`config.mk`:
```
export PLATFORM = sky130hd
export DESIGN_NAME = uart_pkt_deframer
export DESIGN_NICKNAME = d
export VERILOG_FILES = /design/src/rtl/uart_pkt_deframer.sv
export SDC_FILE = /design/constraint.sdc
export NUM_CORES = 1
export LEC_CHECK = 0
export ABC_AREA = 1
export BUFFER_PORTS_ARGS = -buffer_cell sky130_fd_sc_hd__buf_2
export CAP_MARGIN = 20
export CORE_MARGIN = 1
export CORE_UTILIZATION = 45
export DETAILED_ROUTE_END_ITERATION = 10
export GPL_TIMING_DRIVEN = 1
export SYNTH_ARGS = -nofsm -noshare
export SYNTH_HDL_FRONTEND = slang
export SYNTH_SLANG_ARGS = --single-unit
```
`constraint.sdc`:
```
create_clock -name clk -period 2.23 [get_ports clk]
set_input_delay 0.3345 -clock clk [delete_from_list [all_inputs] [get_ports clk]]
set_output_delay 0.3345 -clock clk [all_outputs]
set_load 0.005 [all_outputs]
```
`src/rtl/uart_pkt_deframer.sv`:
```
// uart_pkt_deframer: parses SYNC, LEN, payload, CSUM frames from a UART byte
// stream, checks the additive checksum and replays the stored payload on a
// valid/ready output. Define UART_PKT_DEFRAMER_TIMEOUT_EN to compile in the
// inter-byte timeout; without it the parser waits indefinitely.
module uart_pkt_deframer #(
    parameter logic [7:0]  SYNC_BYTE    = 8'hA5,
    parameter int unsigned MAX_LEN      = 16,
    parameter int unsigned TIMEOUT_CLKS = 20000
) (
    input  logic       clk,
    input  logic       resetn,
    input  logic       in_valid,
    input  logic [7:0] in_data,
    output logic       out_valid,
    input  logic       out_ready,
    output logic [7:0] out_data,
    output logic       out_last,
    output logic       pkt_ok,
    output logic       pkt_err,
    output logic       overrun
);

    localparam int unsigned IDXW      = (MAX_LEN > 1) ? $clog2(MAX_LEN) : 1;
    localparam logic [7:0]  MAX_LEN_B = 8'(MAX_LEN);

    if (MAX_LEN < 1 || MAX_LEN > 255 || TIMEOUT_CLKS < 1) begin : g_bad_param
        $error("uart_pkt_deframer: MAX_LEN must be 1..255 and TIMEOUT_CLKS nonzero");
    end

    typedef enum logic [2:0] {
        S_IDLE,
        S_LEN,
        S_PAYLOAD,
        S_CSUM,
        S_DRAIN
    } state_t;

    state_t     state_q, state_d;
    logic [7:0] idx_q, idx_d;
    logic [7:0] len_q, len_d;
    logic [7:0] sum_q, sum_d;
    logic       ok_q, ok_d;
    logic       err_q, err_d;
    logic       ovr_q, ovr_d;
    logic       buf_we;
    logic [7:0] buf_q [MAX_LEN];

`ifdef UART_PKT_DEFRAMER_TIMEOUT_EN
    localparam int unsigned TW = $clog2(TIMEOUT_CLKS + 1);
    logic [TW-1:0] tmo_q, tmo_d;
`endif

    // Next-state, datapath and pulse decode for the frame parser.
    always_comb begin
        state_d = state_q;
        idx_d   = idx_q;
        len_d   = len_q;
        sum_d   = sum_q;
        ok_d    = 1'b0;
        err_d   = 1'b0;
        ovr_d   = 1'b0;
        buf_we  = 1'b0;

        unique case (state_q)
            S_IDLE: begin
                if (in_valid && in_data == SYNC_BYTE) begin
                    state_d = S_LEN;
                end
            end
            S_LEN: begin
                if (in_valid) begin
                    if (in_data == 8'd0 || in_data > MAX_LEN_B) begin
                        err_d   = 1'b1;
                        state_d = S_IDLE;
                    end else begin
                        len_d   = in_data;
                        sum_d   = in_data;
                        idx_d   = '0;
                        state_d = S_PAYLOAD;
                    end
                end
            end
            S_PAYLOAD: begin
                if (in_valid) begin
                    buf_we = 1'b1;
                    sum_d  = sum_q + in_data;
                    if (idx_q == len_q - 8'd1) begin
                        idx_d   = '0;
                        state_d = S_CSUM;
                    end else begin
                        idx_d = idx_q + 8'd1;
                    end
                end
            end
            S_CSUM: begin
                if (in_valid) begin
                    if (8'(sum_q + in_data) == 8'd0) begin
                        ok_d    = 1'b1;
                        idx_d   = '0;
                        state_d = S_DRAIN;
                    end else begin
                        err_d   = 1'b1;
                        state_d = S_IDLE;
                    end
                end
            end
            S_DRAIN: begin
                // Input bytes cannot be parsed while the buffer is replayed.
                ovr_d = in_valid;
                if (out_ready) begin
                    if (idx_q == len_q - 8'd1) begin
                        idx_d   = '0;
                        state_d = S_IDLE;
                    end else begin
                        idx_d = idx_q + 8'd1;
                    end
                end
            end
            default: state_d = S_IDLE;
        endcase

`ifdef UART_PKT_DEFRAMER_TIMEOUT_EN
        // Timeout overrides the parse result only in cycles with no input byte.
        tmo_d = '0;
        if (state_q == S_LEN || state_q == S_PAYLOAD || state_q == S_CSUM) begin
            if (!in_valid) begin
                if (tmo_q == TW'(TIMEOUT_CLKS - 1)) begin
                    err_d   = 1'b1;
                    state_d = S_IDLE;
                end else begin
                    tmo_d = tmo_q + 1'b1;
                end
            end
        end
`endif
    end

    // State, index, checksum and registered pulse outputs.
    always_ff @(posedge clk) begin
        if (!resetn) begin
            state_q <= S_IDLE;
            idx_q   <= '0;
            len_q   <= '0;
            sum_q   <= '0;
            ok_q    <= 1'b0;
            err_q   <= 1'b0;
            ovr_q   <= 1'b0;
        end else begin
            state_q <= state_d;
            idx_q   <= idx_d;
            len_q   <= len_d;
            sum_q   <= sum_d;
            ok_q    <= ok_d;
            err_q   <= err_d;
            ovr_q   <= ovr_d;
        end
    end

`ifdef UART_PKT_DEFRAMER_TIMEOUT_EN
    // Clocks elapsed since the last input byte while a frame is open.
    always_ff @(posedge clk) begin
        if (!resetn) begin
            tmo_q <= '0;
        end else begin
            tmo_q <= tmo_d;
        end
    end
`endif

    // Payload buffer; contents are only observed in DRAIN so no reset.
    always_ff @(posedge clk) begin
        if (buf_we) begin
            buf_q[idx_q[IDXW-1:0]] <= in_data;
        end
    end

    assign out_valid = (state_q == S_DRAIN);
    assign out_data  = out_valid ? buf_q[idx_q[IDXW-1:0]] : 8'h00;
    assign out_last  = out_valid && (idx_q == len_q - 8'd1);
    assign pkt_ok    = ok_q;
    assign pkt_err   = err_q;
    assign overrun   = ovr_q;

endmodule

```
* Word-level counts from Yosys, hierarchy flattened
Memory sizes are Yosys's and may differ from the RTL's. A register that Yosys moved wholly into a read port is not among the register bits.
Index checks and enable logic that the tools add are counted.
W data, S select, Z words.
** Word-level totals
- Bits in registers :: 30
- Memory bits (writable) :: 128
- Input port bits :: 12
- Output and inout bits :: 13
- Word-level logic and storage cells :: 77
- Memories kept :: 1
** Operators by class
- $add $sub $neg :: 3
- $lt $le $gt $ge :: 1
- Equal/unequal tests :: 15
- Muxes and demuxes :: 35
- Bitwise operators :: 1
- Reduce and logical (&&, ||, !) cells :: 14
** Memory list
- buf_q :: words 16, bits a word 8, read ports 1, clocked after Yosys merged registers in 1, wr ports 1, line 46 : logic [7:0] buf_q [MAX_LEN];
** Operators with widths (number)
- $mux W8 :: 11
- $pmux W8 S4 :: 1
- $mux W3 :: 8
- $logic_not A8 Y1 :: 2
- $pmux W8 S2 :: 1
- $pmux W3 S5 :: 1
- $ne A2 B2 Y1 const B :: 7
- $reduce_and A7 Y1 :: 2
- $mux W1 :: 9
- $add A8 B1 Y8 const B :: 1
- $add A8 B8 Y8 :: 1
- $eq A8 B8 Y1 :: 1
- $eq A8 B8 Y1 const B :: 1
- $gt A8 B5 Y1 const B :: 1
- $mux W4 :: 2
- $sub A8 B1 Y8 const B :: 1
- $eq A3 B2 Y1 const B :: 2
- $reduce_and A3 Y1 :: 2
- $ne A2 B1 Y1 const B :: 2
- $reduce_and A4 Y1 :: 1
- $reduce_bool A4 Y1 :: 1
- $eq A3 B1 Y1 const B :: 1
- $eq A3 B3 Y1 const B :: 1
- $logic_not A3 Y1 :: 1
- other kinds (7) :: 8

* Depth between registers and ports, before layout
- Depth after elaboration :: 7
- Gate-level depth with buffers :: 18
- Gate-level depth less buffers :: 18

* Least setup slack after synthesis
No wires, ideal clock.
- Path kind :: input to register
- Start :: in in_data[0]
- End :: reg (tool-made name)
- Arrival time :: 1.907 ns
- Required time :: 2.112 ns
- Slack :: 0.204 ns
- Stages :: 17
- Path buffers :: 0
- Cell sequence :: ha_1 inv_1 fa_1 inv_1 nand2_1 nand2_1 nand3_1 nand2_1 nand3_1 nor2_1 nand2_1 nand2_2 nand2_4 inv_6 nand2_1 o21ai_2 nor2_1
** RTL lines
- from (decl) :: line 13 : input logic [7:0] in_data,

==> run_summary.xml <==
<?xml version="1.0" encoding="UTF-8"?>
<metrics>
  <group name="status">
    <metric name="status" unit="">finished with violations</metric>
    <metric name="violations" unit="">negative setup slack</metric>
  </group>
  <group name="power_and_ir_drop">
    <metric name="cellLeakagePower" unit="uW">0.00338</metric>
    <metric name="power.density" unit="mW/mm^2">924</metric>
    <metric name="total_power" unit="uW">8330</metric>
    <metric name="vdd_drop_max" unit="V">0.000621</metric>
  </group>
  <group name="synthesis">
    <metric name="synth_top_area_cell" unit="">sky130_fd_sc_hd__edfxtp_1</metric>
    <metric name="yosys_register_bits" unit="">162</metric>
    <metric name="post_synthesis_net_count" unit="">730</metric>
    <metric name="netlist.area_leader.share" unit="%">52.8</metric>
    <metric name="share_of_the_yosys_chip_area_belonging_to_registers" unit="%">62.2</metric>
    <metric name="synth_cells" unit="">705</metric>
    <metric name="syn_avg_cell_area" unit="sq um">10.3</metric>
    <metric name="synth_top_cells_by_area" unit="">sky130_fd_sc_hd__edfxtp_1 53%, sky130_fd_sc_hd__dfxtp_1 9.4%, sky130_fd_sc_hd__nor2_1 6.4%</metric>
    <metric name="synth.cell_area" unit="sq mm">0.00728</metric>
    <metric name="synth-warning-count" unit="">0</metric>
    <metric name="post_synth_num_cell_types" unit="">40</metric>
  </group>
  <group name="sta">
    <metric name="max_slew_margin" unit="%">69.6</metric>
    <metric name="smallest_hold_slack" unit="ns">0.254</metric>
    <metric name="report.final.setup_viol" unit="">3</metric>
    <metric name="tightest_slew" unit="ns">0.456</metric>
    <metric name="final_period_demand_of_the_worst_path" unit="ns">2.33</metric>
    <metric name="timing.setup.tns" unit="ns">-0.123</metric>
    <metric name="fin_skew" unit="ns">0.0120</metric>
    <metric name="post-route-period-util" unit="%">104</metric>
    <metric name="achievable-frequency" unit="MHz">430</metric>
    <metric name="finalMaxSlewViolations" unit="">0</metric>
    <metric name="setup_slack" unit="ns">-0.0952</metric>
    <metric name="final-hold-violation-count" unit="">0</metric>
    <metric name="setup_repair_after_global_routing_missed_its_margin" unit="">yes</metric>
  </group>
  <group name="cts">
    <metric name="clock_latency" unit="ns">0.43</metric>
    <metric name="clock-root-buffer" unit="">sky130_fd_sc_hd__clkbuf_16</metric>
    <metric name="cts_tree" unit="">yes</metric>
    <metric name="ctsHtreeMaxLevel" unit="">4</metric>
    <metric name="worst_setup_hold_path_clk_slew" unit="ns">0.06</metric>
    <metric name="cts_made_buffers" unit="">17</metric>
    <metric name="clock_path_buffers" unit="">2</metric>
    <metric name="cts.sink_count" unit="">162</metric>
  </group>
  <group name="global_routing">
    <metric name="grt_use_total" unit="%">23.1</metric>
    <metric name="number_of_global_route_vias_before_repair" unit="">5135</metric>
    <metric name="antenna_found_initial" unit="">0</metric>
    <metric name="global_route_wire_length_before_repair" unit="microns">28100</metric>
    <metric name="globalRoute.totalOverflow" unit="">0</metric>
    <metric name="grt_max_degree" unit="">22</metric>
  </group>
  <group name="placed_design">
    <metric name="port_buffers" unit="">24</metric>
    <metric name="globalplace.congestion" unit="">0.849</metric>
    <metric name="final_hpwl_from_detailed_placement" unit="microns">11900</metric>
    <metric name="worst_slack_at_placement" unit="ns">-0.150</metric>
  </group>
  <group name="worst_setup_path">
    <metric name="delay_of_the_slowest_critical_path_stage" unit="ns">0.44</metric>
    <metric name="start_kind" unit="">flip-flop</metric>
    <metric name="timing.critical_path.max_delay_family" unit="">compound AO/OA/AOI/OAI gates</metric>
    <metric name="critical_path_capture_point_type" unit="">primary output</metric>
    <metric name="critPathRequiredTime" unit="ns">1.90</metric>
    <metric name="timing.critical_path.cells" unit="">inv_8 -&gt; buf_12 -&gt; o21ai_2 -&gt; o22ai_2 -&gt; o211ai_1 -&gt; a21oi_1 -&gt; buf_2</metric>
    <metric name="path_max_fanout" unit="">14</metric>
    <metric name="timing.setup.critical_path_class" unit="">reg -&gt; out</metric>
    <metric name="worstPathBufferInverterCount" unit="">3</metric>
    <metric name="critPathSlowestCell" unit="">sky130_fd_sc_hd__dfxtp_4</metric>
    <metric name="timing.critical_path.arrival" unit="ns">1.99</metric>
  </group>
  <group name="layout">
    <metric name="post_route_cells_drive_above_1_share" unit="%">25.6</metric>
    <metric name="final_net_count" unit="">805</metric>
    <metric name="layout-area-overhead-vs-synth" unit="%">23.9</metric>
    <metric name="layout.filler_cells" unit="">1341</metric>
    <metric name="insertedDiodeCount" unit="">0</metric>
  </group>
  <group name="routing">
    <metric name="drtIter0Drc" unit="">526</metric>
    <metric name="wire_per_inst" unit="microns">18.2</metric>
    <metric name="detail_route.first_pass.iterations" unit="">5</metric>
    <metric name="drt.antenna.violating_nets" unit="">0</metric>
    <metric name="num_vias" unit="">5444</metric>
    <metric name="drcViolationCount" unit="">0</metric>
    <metric name="routed_wl" unit="microns">18300</metric>
    <metric name="vias_per_cell" unit="">5.40</metric>
  </group>
  <group name="floorplan">
    <metric name="floorplan.initialDensity" unit="%">46.0</metric>
    <metric name="die-area" unit="sq mm">0.0167</metric>
    <metric name="io-pin-count" unit="">25</metric>
    <metric name="chipHeight" unit="microns">129</metric>
    <metric name="fp-row-count" unit="">46</metric>
    <metric name="placeableCoreArea" unit="sq mm">0.0158</metric>
    <metric name="die_width" unit="microns">129</metric>
  </group>
  <group name="hold_path">
    <metric name="hold_path.class" unit="">in -&gt; reg</metric>
  </group>
  <group name="job">
    <metric name="max_cap_violations" unit="">0</metric>
  </group>
</metrics>
[per-layer routing]
| metal | global-route usage (%) | part of all wire [%] | up-vias |
|---|---|---|---|
| li1 | - | - | 2631 |
| met1 | 31.1 | 46 | 2619 |
| met2 | 37.3 | 47 | 177 |
| met3 | 4.42 | 5.5 | 17 |
| met4 | 8.58 | 1.9 | 0 |
| met5 | 0 | 0 | - |
[power by group]
| group | internal (uW) | total [uW] | switching, uW |
|---|---|---|---|
| clock | 1640 | 2810 | 1180 |
| combinational | 797 | 2020 | 1220 |
| sequential | 3380 | 3500 | 123 |
[tightest hold or removal path, delay by kind of cell]
family	cells	cell delay, ns
buf+inv	1	0.14
simple gates	2	0.16
[cell usage after synthesis, drive strengths merged]
library cell	number
fa	1
nor2	129
o21a	1
nor3	9
a21oi	28
inv	60
nand4	3
o21ai	86
nand2	86
buf	3
xor2	10
nor4	2
a31oi	5
or2	2
ha	12
clkbuf	24
o211ai	12
o22ai	12
xnor2	4
clkinv	2
o221ai	20
edfxtp	128
nand3	32
dfxtp	34
[placed cells by master, fill, tap and decap left out, drive strengths merged, types with 5 or more instances in the layout]
master	instances
buf	81
o221ai	20
o21ai	86
o211ai	12
nand2	86
dfxtp	34
o22ai	12
xor2	10
edfxtp	128
clkbuf	18
a21oi	28
clkinv	13
nand3	32
nor3	9
inv	62
a31oi	5
ha	12
nor2	129
[path summary, 6_finish.rpt]
| path | from | endpoint | slack [ns] | depth (start not counted) |
|---|---|---|---|---|
| max | flip-flop | out_data[6] | -0.1 | 7 |
| min | in_valid | pkt_ok | 0.25 | 3 |
| max reg2reg | sum_q[0] | flip-flop | 0.04 | 14 |
| min reg2reg | len_q[7] | len_q[7] | 0.45 | 2 |
[cells by family (layout without fill, tap and decap cells)]
group | count (synthesis) | after routing | share of synthesized area [%]
buffers and inverters | 89 | 177 | 4.80
DFF | 162 | 162 | 62.2
xor gates and xnor gates | 14 | 14 | 1.68
adders and majority gates | 13 | 13 | 2.34
and+or+nand+nor | 263 | 263 | 15.7
AOI/OAI and AO/OA | 164 | 164 | 13.4
[repair_timing]
item	in CTS	in global routing
gates resized for setup	47	70
hold buffers	0	0
setup buffers	5	5
endpoints found under the setup margin	10	24
pin swaps	22	37
cloned	2	2
[final cells by class]
| cell class | count | area (sq um) | share of cell area, % |
|---|---|---|---|
| Timing Repair inverter | 1 | 11.3 | 0.125 |
| Tap cell | 216 | 270 | 3.00 |
| Timing Repair Buffer | 82 | 702 | 7.78 |
| Clock buffer | 17 | 425 | 4.72 |
| Sequential cell | 162 | 4540 | 50.3 |
| Inverter | 62 | 267 | 2.95 |
| Clock inverter | 15 | 141 | 1.57 |
| Multi-Input combinational cell | 454 | 2670 | 29.6 |
[sequential cells by signal, indices dropped and copies added (netlist names), named ones only]
signal	flops
idx_q	8
len_q	8
state_q	3
buf_q	128
overrun	1
sum_q	8
pkt_err	1
pkt_ok	1
[stage by stage]
step	instance area [sq um]	utilization (%)	cells
2_1_floorplan	7280	-	705
3_3_place_gp	7920	50.1	963
3_5_place_dp	7920	50.1	963
4_1_cts	8720	55.1	1002
5_1_grt	9020	57.0	1009
6_report	9020	57.0	1009
(Power assumes the default switching activity.)
